### src/rtl/and_reduce_sched.sv
// Time-shares one external and8 gate between two requesters for WIDTH-bit all-ones/zero detect.
// Define AND_REDUCE_EARLY_EXIT_EN to finish as soon as a chunk reduces to 0.
module and_reduce_sched #(
    parameter int unsigned WIDTH = 32
) (
    input  logic             clk,
    input  logic             rst_n,
    input  logic             req0,
    input  logic [WIDTH-1:0] data0,
    input  logic             inv0,
    input  logic             req1,
    input  logic [WIDTH-1:0] data1,
    input  logic             inv1,
    output logic             ack0,
    output logic             ack1,
    output logic [7:0]       and8_in,
    input  logic             and8_out,
    output logic             result,
    output logic             result_id,
    output logic             result_valid,
    input  logic             result_ready,
    output logic             busy
);

    localparam int unsigned CHUNKS = WIDTH / 8;
    localparam int unsigned CNT_W  = (CHUNKS > 1) ? $clog2(CHUNKS) : 1;
    localparam logic [CNT_W-1:0] LAST_CNT = CNT_W'(CHUNKS - 1);

    if ((WIDTH % 8) != 0 || WIDTH < 8) begin : g_width_check
        $error("WIDTH must be a non-zero multiple of 8");
    end

    typedef enum logic [1:0] {StIdle, StBusy, StDone} state_e;

    state_e             state_q, state_d;
    logic               ptr_q, ptr_d;
    logic [CNT_W-1:0]   cnt_q, cnt_d;
    logic               acc_q, acc_d;
    logic [WIDTH-1:0]   op_q, op_d;
    logic               inv_q, inv_d;
    logic               id_q, id_d;
    logic               res_q, res_d;
    logic               ack0_q, ack0_d;
    logic               ack1_q, ack1_d;

    logic               grant_id;
    logic [CHUNKS-1:0][7:0] op_chunks;

    assign op_chunks = op_q;
    // Pointer only matters when both requesters contend.
    assign grant_id  = (req0 && req1) ? ptr_q : req1;

    always_comb begin
        state_d = state_q;
        ptr_d   = ptr_q;
        cnt_d   = cnt_q;
        acc_d   = acc_q;
        op_d    = op_q;
        inv_d   = inv_q;
        id_d    = id_q;
        res_d   = res_q;
        ack0_d  = 1'b0;
        ack1_d  = 1'b0;

        unique case (state_q)
            StIdle: begin
                if (req0 || req1) begin
                    state_d = StBusy;
                    op_d    = grant_id ? data1 : data0;
                    inv_d   = grant_id ? inv1 : inv0;
                    id_d    = grant_id;
                    cnt_d   = '0;
                    acc_d   = 1'b1;
                    ptr_d   = ~grant_id;
                    ack0_d  = ~grant_id;
                    ack1_d  = grant_id;
                end
            end
            StBusy: begin
                acc_d = acc_q & and8_out;
                cnt_d = cnt_q + 1'b1;
                if (cnt_q == LAST_CNT) begin
                    state_d = StDone;
                    res_d   = acc_d;
                    cnt_d   = '0;
                end
`ifdef AND_REDUCE_EARLY_EXIT_EN
                if (!and8_out) begin
                    state_d = StDone;
                    res_d   = 1'b0;
                    cnt_d   = '0;
                end
`endif
            end
            StDone: begin
                if (result_ready) begin
                    state_d = StIdle;
                end
            end
            default: state_d = StIdle;
        endcase
    end

    always_ff @(posedge clk or negedge rst_n) begin
        if (!rst_n) begin
            state_q <= StIdle;
            ptr_q   <= 1'b0;
            cnt_q   <= '0;
            acc_q   <= 1'b1;
            op_q    <= '0;
            inv_q   <= 1'b0;
            id_q    <= 1'b0;
            res_q   <= 1'b0;
            ack0_q  <= 1'b0;
            ack1_q  <= 1'b0;
        end else begin
            state_q <= state_d;
            ptr_q   <= ptr_d;
            cnt_q   <= cnt_d;
            acc_q   <= acc_d;
            op_q    <= op_d;
            inv_q   <= inv_d;
            id_q    <= id_d;
            res_q   <= res_d;
            ack0_q  <= ack0_d;
            ack1_q  <= ack1_d;
        end
    end

    assign ack0         = ack0_q;
    assign ack1         = ack1_q;
    assign and8_in      = (state_q == StBusy) ? (op_chunks[cnt_q] ^ {8{inv_q}}) : 8'h00;
    assign result       = res_q;
    assign result_id    = id_q;
    assign result_valid = (state_q == StDone);
    assign busy         = (state_q != StIdle);

endmodule

### config.mk
export PLATFORM = sky130hd
export DESIGN_NAME = and_reduce_sched
export DESIGN_NICKNAME = d
export VERILOG_FILES = /design/src/rtl/and_reduce_sched.sv
export SDC_FILE = /design/constraint.sdc
export NUM_CORES = 1
export LEC_CHECK = 0
export CAP_MARGIN = 30
export CORE_UTILIZATION = 44
export CTS_BUF_LIST = sky130_fd_sc_hd__clkbuf_4
export DETAILED_ROUTE_END_ITERATION = 10
export PLACE_DENSITY_LB_ADDON = 0.12
export SETUP_SLACK_MARGIN = 0.2
export SLEW_MARGIN = 20
export SYNTH_ARGS = -nofsm -noshare
export SYNTH_HDL_FRONTEND = slang
export SYNTH_SLANG_ARGS = --single-unit
export TNS_END_PERCENT = 10
### constraint.sdc
create_clock -name clk -period 1.7 [get_ports clk]
set_clock_uncertainty 0.2 [all_clocks]
set_input_delay 0.17 -clock clk [delete_from_list [all_inputs] [get_ports clk]]
set_output_delay 0.17 -clock clk [all_outputs]
set_load 0.005 [all_outputs]
==> results of run 1 <==
==> critical path, stage by stage (launching register included) <==
cell and delay (ps):
dfrtp_1 440, buf_12 140, buf_6 100, mux4_2 500
xnor2_1 140, nor2_1 130, buf_2 130
==> final timing paths <==
kind,start,endpoint,slack [ps]
setup / recovery,cnt_q[0]$_DFFE_PN0P_,and8_in[4],-610
hold / removal,rst_n,op_chunks[4]$_DFFE_PN0P_,130
setup reg to reg,state_q[0]$_DFFE_PN0P_,op_chunks[6]$_DFFE_PN0P_,110
max in group asynchronous,rst_n,op_chunks[13]$_DFFE_PN0P_,660
hold reg to reg,result$_DFFE_PN0P_,result$_DFFE_PN0P_,290
min in group clk,data0[14],op_chunks[14]$_DFFE_PN0P_,180
==> logic make-up after synthesis <==
kind of cell / synth area share
flops: 0.448
mux: 0.0748
compound gates: 0.249
simple gates: 0.122
buf+inv: 0.0717
fa+ha+maj: 0.00520
xor+xnor: 0.0291
==> cell type report <==
type | instances | area (µm²)
Sequential cell | 43 | 1080
Inverter | 3 | 13.8
Multi-Input combinational cell | 184 | 1300
Fill cell | 392 | 1510
Tap cell | 70 | 87.6
Timing Repair Buffer | 115 | 1130
Clock inverter | 2 | 7.51
Clock buffer | 6 | 45.0
==> through the flow <==
| step | power (µW) | utilization | cells |
|---|---|---|---|
| 2_1_floorplan | 3730 | - | 258 |
| 3_3_place_gp | 5180 | 0.663 | 408 |
| 3_5_place_dp | 5260 | 0.663 | 408 |
| 4_1_cts | 5700 | 0.682 | 423 |
| 5_1_grt | 6480 | 0.708 | 423 |
| 6_report | 6030 | 0.708 | 423 |
==> power groups by stage <==
stage	combinational, µW	clock (µW)	sequential (µW)
after floorplan	1990	0	1750
final	3640	493	1900
after CTS	3320	505	1880
after detailed placement	3360	0	1900
after global routing	3980	546	1950
after global placement	3300	0	1880
==> metal layers <==
layer	vias to the layer above	track usage	part of all wire
met1	1199	0.371	0.44
met3	9	0.0506	0.059
met2	119	0.413	0.49
met4	0	0.0788	0.013
li1	1150	-	-
met5	-	0	0
==> cell usage in the layout (no fill, tap or decap), drive strengths merged, types with 3 or more instances in the layout <==
cell type / n
inv: 3
mux4: 8
nand2: 6
buf: 38
dlygate4sd2: 4
clkdlybuf4s50: 71
dfrtp: 42
nand3: 33
a31oi: 33
o21ai: 37
clkbuf: 6
xnor2: 8
nor2: 12
nand2b: 3
a21oi: 34
==> what timing repair did <==
item / 4_1_cts / 5_1_grt
setup endpoints to repair: 46 / 48
hold endpoints to repair: 43 / 0
hold buffers: 1 / 0
resized for setup: 47 / 15
pin swaps: 14 / 26
buffers inserted: 6 / 0
==> reports/metrics.cfg, run 1 <==
[timing]
timing.final.crit_share = 1.36
grt_setup_unrepaired = true
max_freq_mhz = 434
whs_ps = 129
fin_tns_setup_ps = -4770
hold_violations = 0
tightest_slew_ps = 547
relSlewSlack = 0.636
drv_slew = 0
period_needed_ps = 2310
finalWorstSetupSlack_ps = -606
setup_viol = 9

[die]
core_um2 = 5170
fp.dieH_um = 76.0
die-area_um2 = 5770
die-width_um = 76.0
ios = 86
initial_core_util = 0.465
row_count = 26

[pwr]
p_int_uw = 3640
peakVddDrop_v = 0.000724
combinationalPowerShare = 0.604
p_leak_uw = 0.00141
power_frac_seq = 0.315
powerDensity_nw_per_um2 = 1650
p_sw_uw = 2390
swShare = 0.396
clkPwrFrac = 0.082

[clocking]
clock_latency_ps = 350
clock_tree.buffer_depth = 2
cts_tree = done
cts_num_sinks = 43
clkTransAtPathRegs_ps = 130
cts_max_level = 2
cts_buffers = 5
cts-root-buf = clkbuf_4

[placed_design]
portBuffers = 85
dp_hpwl_um = 4800
dp_worst_setup_slack_ps = -538
place_area_um2 = 3430
globalplace.congestion = 0.853

[setup_path]
crit_path_start_kind = flip-flop
worstPathArrival_ps = 1940
reg2regPathDepth = 6
critPathCaptureType = output pin
worstPathMaxFanout = 5
crit_type = reg2out
worst_ep_required_time_ps = 1330

[hold_path]
hold_class = in2async

[synthesis]
synth-main-ff-cell = dfrtp_1
netlist_area_um2 = 2410
yosysSeqAreaShare = 0.448
yosys_warnings = 0
synth.area.top_cells = dfrtp_1, a31oi_1, mux4_2
synth-edff-count = 0
netlist-cell-type-count = 29
synth.most_common_cell = dfrtp_1
synth_top_area_frac = 0.437
async_reset_ff_frac = 1.00
ys_top_cells_by_count = dfrtp_1, a21oi_1, o21ai_0
synthesis.nets = 331
synth_area_per_cell_um2 = 9.33
synth_area_leader_cell = dfrtp_1
ys_seq_elements = 43
synthesis.instances = 258

[grt]
grt_overflow_total = 0
antenna_found_initial = 0
grt_pass1_wl_um = 12000
grt_max_degree = 37
grt_use_total = 0.263
grt_pass1_vias = 2330

[drt]
drt_iter0_drc = 210
routed_wl_um = 7440
viasPerCell = 5.86
postRouteAntennaNets = 0
vias = 2477
avgRoutedWirePerCell_um = 17.6
drc = 0
drtPass1Iterations = 5

[final_layout]
final_area_um2 = 3660
nNetsFinal = 425
syn_to_final_growth_pct = 52.1
layout-drive-gt1-share = 0.193
antenna_cells = 0
largest_reg_flops = 32

[status]
violations = negative setup slack
outcome = complete, but fails checks

[job]
cap_violations = 0

Power figures use the tool's default switching activity.
==> inputs of run 2 (changes only) <==
Settings changed: PLACE_DENSITY from default to 0.87, PLACE_DENSITY_LB_ADDON 0.12 to default.
Clock period 1.7 ns to 2.7 ns, I/O delays scaled along.
==> run 2 against run 1 <==
- the flow now finishes without violations
- hold slack better by 110 ps
- clock power fell by 21%
- total power is 42% lower
- wire length is 10% lower
- global-route usage down 2.7 points
- sequential power is 35% lower
==> reports/metrics.cfg, run 2 (same netlist as run 1, synthesis figures left out) <==
[setup_path]
worstPathMaxFanout = 7  ; +2
worstPathArrival_ps = 1930  ; about the same
crit_path_start_kind = flip-flop
critPathCaptureType = output pin
crit_type = reg2out
worst_ep_required_time_ps = 2230  ; +900 ps

[timing]
whs_ps = 243  ; +114 ps
hold_violations = 0  ; unchanged
period_needed_ps = 2400
relSlewSlack = 0.383  ; -0.253
timing.final.crit_share = 0.888
fin_tns_setup_ps = 0  ; +4770 ps
tightest_slew_ps = 925  ; +378 ps
setup_viol = 0  ; -9
grt_setup_unrepaired = false
drv_slew = 0  ; unchanged
max_freq_mhz = 417

[drt]
drt_iter0_drc = 155  ; -26%
drc = 0  ; unchanged
avgRoutedWirePerCell_um = 16.6  ; -5.8%
postRouteAntennaNets = 0  ; unchanged
routed_wl_um = 6690  ; -10%
viasPerCell = 5.72  ; -2.4%
drtPass1Iterations = 4  ; -1
vias = 2310  ; -6.7%

[pwr]
p_leak_uw = 0.00137  ; -2.9%
peakVddDrop_v = 0.000430  ; -41%
power_uw = 3480  ; -42%
powerDensity_nw_per_um2 = 1020  ; -38%

[grt]
grt_pass1_wl_um = 10800  ; -9.9%
antenna_found_initial = 0  ; unchanged
grt_use_total = 0.237  ; -0.0265
grt_max_degree = 44  ; +19%
grt_pass1_vias = 2276  ; -2.3%
grt_overflow_total = 0  ; unchanged

[placed_design]
portBuffers = 85  ; unchanged
globalplace.congestion = 0.880  ; +3.2%
dp_hpwl_um = 4660  ; -2.9%

[final_layout]
syn_to_final_growth_pct = 41.7
nNetsFinal = 406  ; -4.5%
antenna_cells = 0  ; unchanged
largest_reg_flops = 32  ; unchanged
final_common_cell = clkdlybuf4s50_1
fill_cells = 421  ; +7.4%
layout-drive-gt1-share = 0.0958  ; -0.0968
final_cell_mix = clkdlybuf4s50_1, dfrtp_1, a21oi_1, o21ai_0

[die]
row_count = 26  ; unchanged
core_um2 = 5170  ; unchanged
die-area_um2 = 5770  ; unchanged
die-width_um = 76.0  ; unchanged
initial_core_util = 0.465  ; unchanged
ios = 86  ; unchanged
fp.dieH_um = 76.0  ; unchanged

[clocking]
cts_tree = done
cts_buffers = 5  ; unchanged
cts_max_level = 2  ; unchanged
clock_tree.buffer_depth = 2  ; unchanged
clock_latency_ps = 340  ; about the same
cts_num_sinks = 43  ; unchanged
clkTransAtPathRegs_ps = 120  ; about the same
cts-root-buf = clkbuf_4

[status]
outcome = completed

[hold_path]
hold_class = in2async

[job]
cap_violations = 0  ; unchanged

## run 2: changes by cell type in the layout (fill, tap and decap cells not counted), moves of 5 or more
cell             change
a31oi_4              -8
buf_12               -5
clkdlybuf4s50_1      +5
buf_2                -8
buf_4               -12
dlymetal6s2s_1       +7
a31oi_1              +8
## run 2: what timing repair did
action	4_1_cts	5_1_grt
gates resized for setup	2	8
gates cloned	0	0
endpoints found under the hold margin	42	0
buffers inserted	1	0
endpoints found under the setup margin	8	7
hold buffers	1	0
## run 2: worst max-delay path: stages, from the launching register on
cell	delay, ps
dfrtp_2	430
buf_12	150
mux4_2	510
xnor2_1	150
nor2_1	60
dlygate4sd2_1	290
## run 2: layer usage
metal	GRT usage	vias up	share of wire
li1	-	1112	-
met1	0.295	1068	0.41
met2	0.394	115	0.47
met3	0.0542	15	0.090
met4	0.104	0	0.022
met5	0	-	0
## run 2: report_power, final
group	switching (µW)	internal, µW
Sequential	267	968
Clock	198	191
Combinational	858	995
Total	1320	2150
## run 2: metrics by stage
step                utilization  area [µm²]  setup slack (ps)  cells
floorplan                     -        2410               979    258
global placement          0.630        3260               335    392
detailed placement        0.630        3260               272    392
CTS                       0.648        3350              2.15    402
global route              0.660        3410               213    404
finish                    0.660        3410               303    404
## run 2: path summary, 6_finish.rpt
path                                       from                        end  slack [ps]  cells past startpoint
max                        cnt_q[0]$_DFFE_PN0P_                 and8_in[4]         300                      5
min                                       rst_n         result$_DFFE_PN0P_         240                      2
max reg2reg                   ptr_q$_DFFE_PN0P_  op_chunks[15]$_DFFE_PN0P_         920                      4
min reg2reg                  result$_DFFE_PN0P_         result$_DFFE_PN0P_         290                      2
max in group asynchronous                 rst_n       cnt_q[1]$_DFFE_PN0P_        1560                      3
min in group clk                           inv0          inv_q$_DFFE_PN0P_         280                      3
## run 2: final cells by class
type | instances | area [µm²] | share of cell area
well taps | 70 | 87.6 | 0.0257
multi-input cells | 184 | 1160 | 0.339
inverters | 3 | 11.3 | 0.00330
clock buffers | 5 | 37.5 | 0.0110
repair buffers | 96 | 1000 | 0.293
clock inverters | 3 | 38.8 | 0.0114
flip-flops and latches | 43 | 1080 | 0.316
